$ cat config.mk
export PLATFORM = sky130hd
export DESIGN_NAME = spi_master_param
export DESIGN_NICKNAME = d
export VERILOG_FILES = /design/src/rtl/spi_master_param.sv
export SDC_FILE = /design/constraint.sdc
export NUM_CORES = 1
export LEC_CHECK = 0
export BUFFER_PORTS_ARGS = -buffer_cell sky130_fd_sc_hd__buf_2
export CORE_ASPECT_RATIO = 0.7
export CORE_MARGIN = 2
export CORE_UTILIZATION = 27
export CTS_CLUSTER_DIAMETER = 30
export CTS_CLUSTER_SIZE = 28
export DETAILED_ROUTE_END_ITERATION = 10
export GPL_TIMING_DRIVEN = 0
export PLACE_DENSITY = 0.55
export SETUP_SLACK_MARGIN = 0.5
export SYNTH_ARGS = -nofsm -noshare
export SYNTH_HDL_FRONTEND = slang
export SYNTH_SLANG_ARGS = --single-unit
$ cat constraint.sdc
create_clock -name clk -period 2.45 [get_ports clk]
set_input_delay 0.1225 -clock clk [delete_from_list [all_inputs] [get_ports clk]]
set_output_delay 0.1225 -clock clk [all_outputs]
set_load 0.01 [all_outputs]
$ cat src/rtl/spi_master_param.sv
// Parameterised SPI master: SPI modes 0-3, NUM_CS chip selects, LSB- or MSB-first framing.
// Receive capture into dout is built only when SPI_MASTER_RX_EN is defined; otherwise dout stays 0.
module spi_master_param #(
    parameter int unsigned  DATA_W    = 12,
    parameter int unsigned  CLK_DIV   = 10,
    parameter int unsigned  NUM_CS    = 1,
    parameter int unsigned  MSB_FIRST = 0,
    localparam int unsigned CS_W      = (NUM_CS > 1) ? $clog2(NUM_CS) : 1
) (
    input  logic              clk,
    input  logic              rst,
    input  logic              start,
    input  logic [DATA_W-1:0] din,
    input  logic [CS_W-1:0]   cs_sel,
    input  logic [1:0]        mode,
    input  logic              miso,
    output logic              sclk,
    output logic              mosi,
    output logic [NUM_CS-1:0] cs_n,
    output logic              busy,
    output logic              done,
    output logic [DATA_W-1:0] dout
);

    localparam int unsigned CNT_W = $clog2(CLK_DIV);
    localparam int unsigned HP_W  = $clog2(2 * DATA_W);

    typedef enum logic [1:0] {IDLE, SETUP, XFER, HOLD} state_t;

    state_t              state, state_nxt;
    logic [CNT_W-1:0]    cnt, cnt_nxt;
    logic [HP_W-1:0]     hp, hp_nxt;
    logic [DATA_W-1:0]   tx_sh, tx_nxt;
    logic [1:0]          mode_q, mode_nxt;
    logic                sclk_nxt, mosi_nxt, busy_nxt, done_nxt;
    logic [NUM_CS-1:0]   cs_n_nxt;
    logic [DATA_W-1:0]   dout_nxt;
    logic                tick, lead, trail, accept;

    function automatic logic first_bit(input logic [DATA_W-1:0] w);
        return (MSB_FIRST != 0) ? w[DATA_W-1] : w[0];
    endfunction

    function automatic logic [DATA_W-1:0] shift_out(input logic [DATA_W-1:0] w);
        return (MSB_FIRST != 0) ? {w[DATA_W-2:0], 1'b0} : {1'b0, w[DATA_W-1:1]};
    endfunction

    // Out-of-range selects decode to no active line.
    function automatic logic [NUM_CS-1:0] cs_decode(input logic [CS_W-1:0] sel);
        logic [NUM_CS-1:0] v;
        v = '1;
        for (int unsigned i = 0; i < NUM_CS; i++) begin
            if (sel == CS_W'(i)) v[i] = 1'b0;
        end
        return v;
    endfunction

`ifdef SPI_MASTER_RX_EN
    logic [DATA_W-1:0] rx_sh, rx_nxt;

    function automatic logic [DATA_W-1:0] shift_in(input logic [DATA_W-1:0] w, input logic b);
        return (MSB_FIRST != 0) ? {w[DATA_W-2:0], b} : {b, w[DATA_W-1:1]};
    endfunction
`else
    logic unused_miso;
    assign unused_miso = miso;
`endif

    assign tick = (cnt == CNT_W'(CLK_DIV - 1));

    // State and registered outputs.
    always_ff @(posedge clk or posedge rst) begin
        if (rst) begin
            state  <= IDLE;
            cnt    <= '0;
            hp     <= '0;
            tx_sh  <= '0;
            mode_q <= '0;
            sclk   <= 1'b0;
            mosi   <= 1'b0;
            cs_n   <= '1;
            busy   <= 1'b0;
            done   <= 1'b0;
            dout   <= '0;
`ifdef SPI_MASTER_RX_EN
            rx_sh  <= '0;
`endif
        end else begin
            state  <= state_nxt;
            cnt    <= cnt_nxt;
            hp     <= hp_nxt;
            tx_sh  <= tx_nxt;
            mode_q <= mode_nxt;
            sclk   <= sclk_nxt;
            mosi   <= mosi_nxt;
            cs_n   <= cs_n_nxt;
            busy   <= busy_nxt;
            done   <= done_nxt;
            dout   <= dout_nxt;
`ifdef SPI_MASTER_RX_EN
            rx_sh  <= rx_nxt;
`endif
        end
    end

    // Next-state: sequencing, sclk edges, shift/sample and accept (also in the final HOLD cycle).
    always_comb begin
        state_nxt = state;
        cnt_nxt   = cnt;
        hp_nxt    = hp;
        tx_nxt    = tx_sh;
        mode_nxt  = mode_q;
        sclk_nxt  = sclk;
        mosi_nxt  = mosi;
        cs_n_nxt  = cs_n;
        busy_nxt  = busy;
        done_nxt  = 1'b0;
        dout_nxt  = dout;
        lead      = 1'b0;
        trail     = 1'b0;
        accept    = 1'b0;
`ifdef SPI_MASTER_RX_EN
        rx_nxt    = rx_sh;
`endif

        if (state != IDLE) cnt_nxt = tick ? '0 : cnt + CNT_W'(1);

        case (state)
            IDLE: begin
                mosi_nxt = 1'b0;
                sclk_nxt = mode_q[1];
                accept   = start;
            end
            SETUP: begin
                if (tick) begin
                    state_nxt = XFER;
                    hp_nxt    = '0;
                    lead      = 1'b1;
                end
            end
            XFER: begin
                if (tick) begin
                    if (hp == HP_W'(2 * DATA_W - 1)) begin
                        state_nxt = HOLD;
                    end else begin
                        hp_nxt = hp + HP_W'(1);
                        lead   = hp[0];
                        trail  = ~hp[0];
                    end
                end
            end
            HOLD: begin
                if (tick) begin
                    state_nxt = IDLE;
                    done_nxt  = 1'b1;
                    busy_nxt  = 1'b0;
                    cs_n_nxt  = '1;
                    mosi_nxt  = 1'b0;
`ifdef SPI_MASTER_RX_EN
                    dout_nxt  = rx_sh;
`endif
                    accept    = start;
                end
            end
            default: state_nxt = IDLE;
        endcase

        if (lead)  sclk_nxt = ~mode_q[1];
        if (trail) sclk_nxt = mode_q[1];

        // CPHA=0 shifts on trailing edges, CPHA=1 on leading edges; sampling uses the other edge.
        if ((lead && mode_q[0]) || (trail && !mode_q[0])) begin
            mosi_nxt = first_bit(tx_sh);
            tx_nxt   = shift_out(tx_sh);
        end
`ifdef SPI_MASTER_RX_EN
        if ((lead && !mode_q[0]) || (trail && mode_q[0])) rx_nxt = shift_in(rx_sh, miso);
`endif

        if (accept) begin
            state_nxt = SETUP;
            cnt_nxt   = '0;
            hp_nxt    = '0;
            mode_nxt  = mode;
            busy_nxt  = 1'b1;
            sclk_nxt  = mode[1];
            cs_n_nxt  = cs_decode(cs_sel);
            mosi_nxt  = mode[0] ? 1'b0 : first_bit(din);
            tx_nxt    = mode[0] ? din : shift_out(din);
`ifdef SPI_MASTER_RX_EN
            rx_nxt    = '0;
`endif
        end
    end

endmodule

## After elaboration in Yosys (flattened, before gate mapping)

Index checks and enable logic that the tools add are counted.
W data, S select, Z words.

- Memory bits (read-only): 0
- Memories kept: 0
- Output and inout port bits: 17
- RAM bits: 0
- Register bits after elaboration: 30
- Latch bits: 0

- Divide/modulo/power cells: 0
- Mux-type cells: 42
- Bitwise gates (word level): 2
- Multipliers: 0
- Shifts and indexed selects: 0
- Equal/unequal tests: 11
- Reduce and logical (&&, ||, !) cells: 18
- Add/subtract/negate cells: 2
- $lt $le $gt $ge: 0

Operators with widths:

| cell | number |
|---|---|
| $mux W12 | 3 |
| $mux W1 | 22 |
| $mux W5 | 4 |
| $ne A3 B3 Y1 const B | 5 |
| $mux W4 | 3 |
| $reduce_bool A4 Y1 | 3 |
| $mux W2 | 5 |
| $pmux W5 S2 | 1 |
| $reduce_bool A2 Y1 | 5 |
| $pmux W1 S2 | 3 |
| $pmux W2 S3 | 1 |
| $add A5 B1 Y5 const B | 1 |
| $eq A5 B5 Y1 const B | 1 |
| $reduce_and A5 Y1 | 1 |
| $add A4 B1 Y4 const B | 1 |
| $eq A2 B2 Y1 const B | 2 |
| $eq A4 B4 Y1 const B | 1 |
| $ne A4 B4 Y1 const B | 1 |
| $reduce_and A2 Y1 | 2 |
| $reduce_and A4 Y1 | 1 |
| $reduce_bool A3 Y1 | 1 |
| $eq A2 B1 Y1 const B | 1 |
| $logic_and A1 B1 Y1 | 2 |
| $logic_not A2 Y1 | 1 |
| other kinds (3) | 4 |

## Depth between registers and ports, before layout

Gate-level depths: netlist (run 1).

- Word-level depth: 8
- Gate-level depth with buffers: 10
- Gate-level depth less buffers: 7

## Least setup slack after synthesis (run 1)

No wires, ideal clock.

- Kind: register -> register
- Start: reg state[0]
- End: reg mosi
- Library setup time: 0.138 ns
- Path buffers: 2
- Setup slack: 0.519 ns
- Data required time: 2.312 ns
- Arrival: 1.793 ns
- Clock period less this slack: 1.931 ns
- Cell stages (with the launch flop): 9
- Cells stage by stage: dfrtp_1 > inv_1 > ha_1 > nand2b_1 > or2_2 > buf_2 > buf_2 > nand4_1 > o221ai_1

- Word-level cells in the longest chain between the ends: 6

RTL lines:

| item | line | text |
|---|---|---|
| from (decl) | 30 | `state_t state, state_nxt;` |
| from (signal assigned) | 89 | `state <= state_nxt;` |
| $eq A2 B2 Y1 or $eq A2 B1 Y1 (tied branches) | 128 | `case (state)` |
| $pmux W1 S2 or $mux W1 (tied branches) | 128 |  |
| $logic_and A1 B1 Y1 | 172 | `if ((lead && mode_q[0]) \|\| (trail && !mode_q[0])) begin` |
| $logic_or A1 B1 Y1 | 172 |  |
| $ne A4 B4 Y1 (no source line) (tied with other cells) | n/a |  |
| $reduce_and A2 Y1 (no source line) or $mux W1 (tied branches) | n/a |  |
| to (signal assigned) | 95 | `mosi <= mosi_nxt;` |
| to (decl) | 18 | `output logic mosi,` |

Several ways; a longest one is shown, not always the timed one.
A chain may end at the register's enable or synchronous reset.

## Worst setup path in the final report (run 1)

- Start: reg hp[1]
- End: reg sclk

- Word-level cells in the longest chain between the ends: 7

RTL lines:

| item | line | text |
|---|---|---|
| from (decl) | 32 | `logic [HP_W-1:0] hp, hp_nxt;` |
| from (signal assigned) | 91 | `hp <= hp_nxt;` |
| $eq A5 B5 Y1 * | 143 | `if (hp == HP_W'(2 * DATA_W - 1)) begin` |
| $mux W1 | 143 |  |
| $mux W1 | 142 | `if (tick) begin` |
| $pmux W1 S2 | 128 |  |
| $mux W1 | 168 | `if (lead) sclk_nxt = ~mode_q[1];` |
| $mux W1 | 169 | `if (trail) sclk_nxt = mode_q[1];` |
| $mux W1 | 180 | `if (accept) begin` |
| to (signal assigned) | 94 | `sclk <= sclk_nxt;` |
| to (decl) | 17 | `output logic sclk,` |

Every way passes the cells marked *; elsewhere a longest branch is shown, timed or not.

==> results.py, run 1 <==
metrics = {
    "setup_path": {
        "crit_family": "simple AND/OR/NAND/NOR gates",
        "path_common_cell": "nand3_1",
        "setup.worst_path.start": "hp[1]",
        "path_buf_inv": 1,
        "worstPathRequired_ns": 2.63,
        "crit_path_max_incr_delay_ns": 0.48,
        "worstPathArrival_ns": 2.07,
        "setup.worst_path.class": "flop to flop",
        "critPathCaptureType": "flop",
        "reg2reg_depth": 7,
        "crit-reg2reg-launch": "hp[1]",
        "cp-start-kind": "flop",
        "timing.rr.end": "sclk",
        "critPathMaxFanout": 8,
        "r2r_setup_slack_ns": 0.55,
        "crit_chain": "ha_4 -> and4b_1 -> buf_6 -> or4_4 -> nand3_1 -> nand3_1 -> a22o_1",
        "slowest_stage": "or4_4",
    },
    "cells_and_area": {
        "fin_nets": 285,
        "drive_gt1_share_pct": 31.0,
        "area_growth_pct": 29.8,
        "multiInputGateArea_um2": 1030,
        "fin_cells": 352,
        "nFillCells": 677,
        "antennaDiodeCount": 0,
        "regArea_um2": 753,
    },
    "die": {
        "die_w_um": 104,
        "start_util_pct": 27.9,
        "die_height_um": 73.7,
        "io_pins": 36,
        "num_rows": 25,
        "fp.coreArea_um2": 6730,
        "dieArea_um2": 7640,
    },
    "place": {
        "place_inst": 333,
        "place_congestion": 0.767,
        "dp_hpwl_mm": 3.07,
        "port_buffers": 21,
    },
    "grt": {
        "grtUsageTotal_pct": 11.6,
        "grt_max_degree": 31,
        "top_usage_layer": "met1",
        "use_met1_pct": 16.8,
        "met2_usage_pct": 16.6,
        "antenna_found_initial": 0,
        "grt_pass1_wl_mm": 7.00,
        "grt-ovfl-total": 0,
        "met3_usage_pct": 2.93,
        "grt_pass1_vias": 1452,
    },
    "synth": {
        "synth_cell_types": 43,
        "synthCells": 207,
        "synth_flop_cell": "dfrtp_1",
        "synth_top_area_share_pct": 38.7,
        "synth_top_cell_by_area": "dfrtp_1",
        "ys_warn_count": 0,
        "synth_edf_count": 0,
        "ys_seq_area_share_pct": 40.1,
        "syn-mean-instance-area_um2": 9.05,
        "synth-seq-cells": 30,
        "synthTopCellsByCount": "dfrtp_1 (29), nand2_1 (29), nand3_1 (21)",
        "synth_area_leaders": "dfrtp_1 (39%), ha_1 (6.0%), mux2i_1 (5.9%), nand2_1 (5.8%), nand3_1 (5.6%)",
        "synth_area_um2": 1870,
        "async_reset_ff_share_pct": 100,
    },
    "routing": {
        "drtAntennaViolNets": 0,
        "drc_errors": 0,
        "routed_wl_mm": 4.38,
        "avgViaCountPerCell": 4.64,
        "drt_iter0_drc": 112,
        "dr.pass1.iters": 4,
        "wire_per_inst_um": 12.5,
        "vias": 1634,
    },
    "clocking": {
        "clk_latency_ns": 0.29,
        "clock_path_buffers": 2,
        "cts_tree": "built",
        "cts_root_buf": "clkbuf_8",
        "cts_buffers": 5,
        "htree_levels": 2,
        "path_clk_slew_ns": 0.07,
        "cts_sinks": 30,
    },
    "power": {
        "peakVddDrop_mv": 0.359,
        "power.total_uw": 2450,
        "p_per_area_nw_per_um2": 1010,
        "leakage_uw": 0.00116,
    },
    "worst_hold_path": {
        "hold_path_depth": 3,
        "whs_endpoint": "cs_n",
        "min-delay-start": "cs_sel",
        "hp-class": "primary input to flop",
    },
    "sta": {
        "finalCriticalPeriod_ns": 1.90,
        "finalHoldViolCount": 0,
        "tightest_slew_ns": 1.15,
        "max_freq_ghz": 0.527,
        "setup_viol": 0,
        "maxSlewHeadroom_pct": 23.3,
        "fin_skew_ns": 0.0107,
        "grt_setup_unrepaired": "false",
        "drv_slew": 0,
        "final.setup.tns_ns": 0,
        "period_share_pct": 77.4,
    },
    "run": {
        "cap_violations": 0,
    },
    "outcome": {
        "outcome": "complete, no violations",
    },
}
[tightest hold or removal path, stage by stage]
cell and delay, ns:
buf_2 0.09, nand2_1 0.04, nand2_1 0.04
[state kept, by name (all words and copies together) (netlist names)]
signal	count
mosi	1
mode_q	2
cnt	4
busy	1
tx_sh	12
done	1
hp	5
state	2
sclk	1
cs_n	1
[what timing repair did]
| action | in CTS | in global routing |
|---|---|---|
| resized for setup | 14 | 17 |
| buffers inserted | 5 | 6 |
| pin swaps | 1 | 1 |
| hold buffers | 0 | 0 |
| hold endpoints to repair | 0 | 0 |
| gates cloned | 0 | 0 |
| setup endpoints to repair | 24 | 24 |
[kinds of logic (layout without fill, tap and decap cells)]
group	after synthesis	after routing	synth area share, %
AND/OR/NAND/NOR	77	77	20.0
AO/OA/AOI/OAI	45	45	17.6
buffers and inverters	34	74	10.2
flip-flops	30	30	40.1
multiplexers	11	11	5.87
adder cells (fa/ha/maj)	9	9	6.01
other	1	12	0.200
[power by group]
group | total (uW) | switching (uW) | internal [uW]
registers | 851 | 143 | 708
logic | 1100 | 564 | 533
clock network | 498 | 199 | 299
[cell usage in the layout (no fill, tap or decap), types with 3 or more instances in the layout]
| master | synthesis | final |
|---|---|---|
| o21ai_0 | 6 | 6 |
| inv_1 | 7 | 6 |
| ha_1 | 9 | 6 |
| nor2_1 | 9 | 9 |
| o221ai_1 | 12 | 10 |
| nand3_1 | 21 | 21 |
| conb_1 | 1 | 12 |
| clkbuf_8 | 0 | 5 |
| nand4_1 | 3 | 3 |
| dfrtp_1 | 29 | 28 |
| nand2_1 | 29 | 29 |
| mux2i_1 | 11 | 11 |
| buf_6 | 1 | 6 |
| clkbuf_1 | 5 | 3 |
| buf_2 | 9 | 22 |
| a21oi_1 | 7 | 7 |
| o31ai_1 | 3 | 3 |
| buf_4 | 12 | 26 |
[how the worst max path moves through the flow]
stage,to,slack (ns),cells past startpoint
2_1_floorplan,mosi,0.52,8
3_3_place_gp,tx_sh[10],0.28,8
3_5_place_dp,tx_sh[10],0.27,8
4_1_cts,tx_sh[10],0.50,9
5_1_grt,hp[1],0.50,8
6_report,sclk,0.55,7
[cell type report]
| type | count | area share, % |
|---|---|---|
| Buffer | 27 | 8.48 |
| Clock buffer | 5 | 2.83 |
| Clock inverter | 3 | 1.65 |
| Inverter | 7 | 1.08 |
| Multi-Input combinational cell | 154 | 42.5 |
| Sequential cell | 30 | 31.0 |
| Tap cell | 94 | 4.83 |
| Timing Repair Buffer | 32 | 7.71 |
[per-layer routing]
metal | vias up | routed length (um)
met1 | 761 | 2300
met5 | - | 0
li1 | 827 | -
met3 | 5 | 210
met2 | 41 | 1820
met4 | 0 | 55
[per-stage QoR]
step	hold slack (ns)	setup slack (ns)	cell area, um^2	utilization, %
3_3_place_gp	0.316	0.279	2140	31.8
5_1_grt	0.0285	0.503	2430	36.2
6_report	0.0129	0.553	2430	36.2
3_5_place_dp	0.315	0.272	2140	31.8
2_1_floorplan	0.206	0.519	1920	-
4_1_cts	0.00416	0.498	2330	34.7
Power figures use the tool's default switching activity.
==> inputs of run 2 (changes only) <==
--- a/config.mk
+++ b/config.mk
@@ -13,7 +13,7 @@
 export CTS_CLUSTER_SIZE = 28
 export DETAILED_ROUTE_END_ITERATION = 10
 export GPL_TIMING_DRIVEN = 0
-export PLACE_DENSITY = 0.55
+export PLACE_DENSITY = 0.56
 export SETUP_SLACK_MARGIN = 0.5
 export SYNTH_ARGS = -nofsm -noshare
 export SYNTH_HDL_FRONTEND = slang
==> constraint.sdc (replaced) <==
create_clock -name clk -period 1.6 [get_ports clk]
set_input_delay 0.08 -clock clk [delete_from_list [all_inputs] [get_ports clk]]
set_output_delay 0.08 -clock clk [all_outputs]
set_load 0.01 [all_outputs]
==> run 2 against run 1 <==
Against the previous run:
- highest routed layer unchanged
- worst setup slack lost 0.77 ns
- critical path type unchanged
- largest power group unchanged
- sequential power up 62%
- hold slack improved by 0.0096 ns
- largest cell class unchanged
- cell count grew 3.1%
- sequential cell count unchanged
- core utilization is 6.8 points higher
- via count is 8.3% higher
- sequential share of layout area is 4.8 points lower
- the run now ends with setup timing left
- register-to-register slack worse by 0.77 ns
- clock skew is 0.0072 ns lower
- combinational power rose by 100%
- non-clock buffer count rose by 11
==> results.py, run 2 (synthesis gave the netlist of run 1 again) <==
metrics = {
    "clocking": {
        "clock_path_buffers": 2,
        "cts_tree": "built",
        "path_clk_slew_ns": 0.07,
        "clk_latency_ns": 0.29,
        "cts_sinks": 30,
        "htree_levels": 2,
        "cts_buffers": 5,
        "cts_root_buf": "clkbuf_8",
    },
    "run": {
        "cap_violations": 0,
    },
    "cells_and_area": {
        "drive_gt1_share_pct": 48.0,
        "area_growth_pct": 54.4,
        "largest_reg_flops": 12,
        "final_area_um2": 2890,
        "antennaDiodeCount": 0,
        "top_regs": "tx_sh (12), hp (5), cnt (4)",
        "layout_common_cells": "dfrtp_1 (26), buf_4 (25), nand2_1 (23), buf_2 (21), nand3_1 (13)",
        "layout_commonest_cell": "dfrtp_1",
        "nFillCells": 658,
        "top_register": "tx_sh",
        "fin_nets": 296,
    },
    "sta": {
        "finalCriticalPeriod_ns": 1.82,
        "tightest_slew_ns": 0.675,
        "grt_setup_unrepaired": "true",
        "max_freq_ghz": 0.549,
        "timing.final.ws_setup_ns": -0.222,
        "period_share_pct": 114,
        "drv_slew": 0,
        "finalHoldViolCount": 0,
        "fin_skew_ns": 0.00351,
        "timing.hold.ws_ns": 0.0225,
        "setup_viol": 25,
        "maxSlewHeadroom_pct": 54.9,
    },
    "place": {
        "dpl_cell_area_um2": 2270,
        "port_buffers": 21,
        "dpl_worst_slack_ns": -0.385,
        "place_congestion": 0.744,
        "dp_hpwl_mm": 3.21,
    },
    "grt": {
        "grt_pass1_vias": 1507,
        "top_usage_layer": "met1",
        "antenna_found_initial": 0,
        "grt-ovfl-total": 0,
        "grt_max_degree": 31,
        "grt_pass1_wl_mm": 7.85,
        "grtUsageTotal_pct": 13.2,
        "met2_usage_pct": 17.7,
        "met3_usage_pct": 3.37,
        "use_met1_pct": 20.0,
    },
    "setup_path": {
        "cp-start-kind": "flop",
        "setup.worst_path.class": "flop to flop",
        "critPathCaptureType": "flop",
        "worstPathRequired_ns": 1.76,
        "critPathMaxFanout": 9,
        "worstPathArrival_ns": 1.98,
    },
    "worst_hold_path": {
        "hp-class": "primary input to flop",
    },
    "die": {
        "die_w_um": 104,
        "num_rows": 25,
        "io_pins": 36,
        "fp.coreArea_um2": 6730,
        "start_util_pct": 27.9,
        "dieArea_um2": 7640,
        "die_height_um": 73.7,
    },
    "routing": {
        "drt_iter0_drc": 152,
        "wire_per_inst_um": 14.4,
        "routed_wl_mm": 5.24,
        "dr.pass1.iters": 4,
        "avgViaCountPerCell": 4.87,
        "drc_errors": 0,
        "vias": 1769,
        "drtAntennaViolNets": 0,
    },
    "outcome": {
        "violations": "setup timing",
        "outcome": "finished, violations left",
    },
    "power": {
        "power.total_uw": 4280,
        "p_per_area_nw_per_um2": 1480,
        "peakVddDrop_mv": 0.456,
        "leakage_uw": 0.00130,
    },
}
run 2: layout make-up:
type	instances	area (um^2)	area share, %
Tap cell	94	118	4.06
Buffer	27	275	9.51
Clock inverter	1	5.00	0.173
Inverter	7	32.5	1.12
Sequential cell	30	756	26.1
Clock buffer	7	86.3	2.98
Timing Repair Buffer	43	347	12.0
Multi-Input combinational cell	154	1270	44.1
run 2: layer usage:
metal | part of all wire, % | routed length, um
met3 | 4.9 | 256
met5 | 0 | 0
met2 | 43 | 2260
met1 | 51 | 2660
met4 | 1.2 | 63
run 2: final timing paths:
check / cells after the start / slack [ns] / from / endpoint
max: 10 / -0.22 / cnt[1] / mosi
min reg2reg: 1 / 0.50 / cnt[2] / cnt[2]
max reg2reg: 10 / -0.22 / cnt[1] / mosi
max in group asynchronous: 3 / 0.75 / rst / hp[3]
min: 3 / 0.02 / mode[1] / mode_q[1]
min in group asynchronous: 3 / 0.43 / rst / hp[4]
run 2: power by group:
part | leakage, uW | switching (uW) | total, uW | internal (uW)
Sequential | 0.000372 | 290 | 1380 | 1090
Clock | 0.0000482 | 301 | 647 | 347
Combinational | 0.000877 | 1110 | 2250 | 1140
Total | 0.00130 | 1700 | 4280 | 2580
run 2: metrics by stage:
step / std cells / TNS (ns) / util [%]
6_report: 363 / -3.45 / 43.0
5_1_grt: 363 / -5.26 / 43.0
4_1_cts: 352 / -2.57 / 38.8
3_5_place_dp: 333 / -5.42 / 33.8
3_3_place_gp: 333 / -5.03 / 33.8
2_1_floorplan: 218 / -1.48 / -
run 2: timing repair:
action | 4_1_cts | 5_1_grt
gates cloned | 0 | 2
hold buffers | 1 | 1
buffers inserted | 10 | 8
pin swaps | 10 | 8
gates resized for setup | 33 | 33
endpoints found under the setup margin | 30 | 32
hold endpoints to repair | 1 | 29
run 2: worst max-delay path: stages, from the launching register on:
cell and delay [ns]:
dfrtp_1 0.39, inv_1 0.06, ha_2 0.18, and3b_1 0.17
buf_6 0.12, a21oi_2 0.05, or2_4 0.24, buf_12 0.15
buf_8 0.13, nand4_1 0.09, o221ai_1 0.11
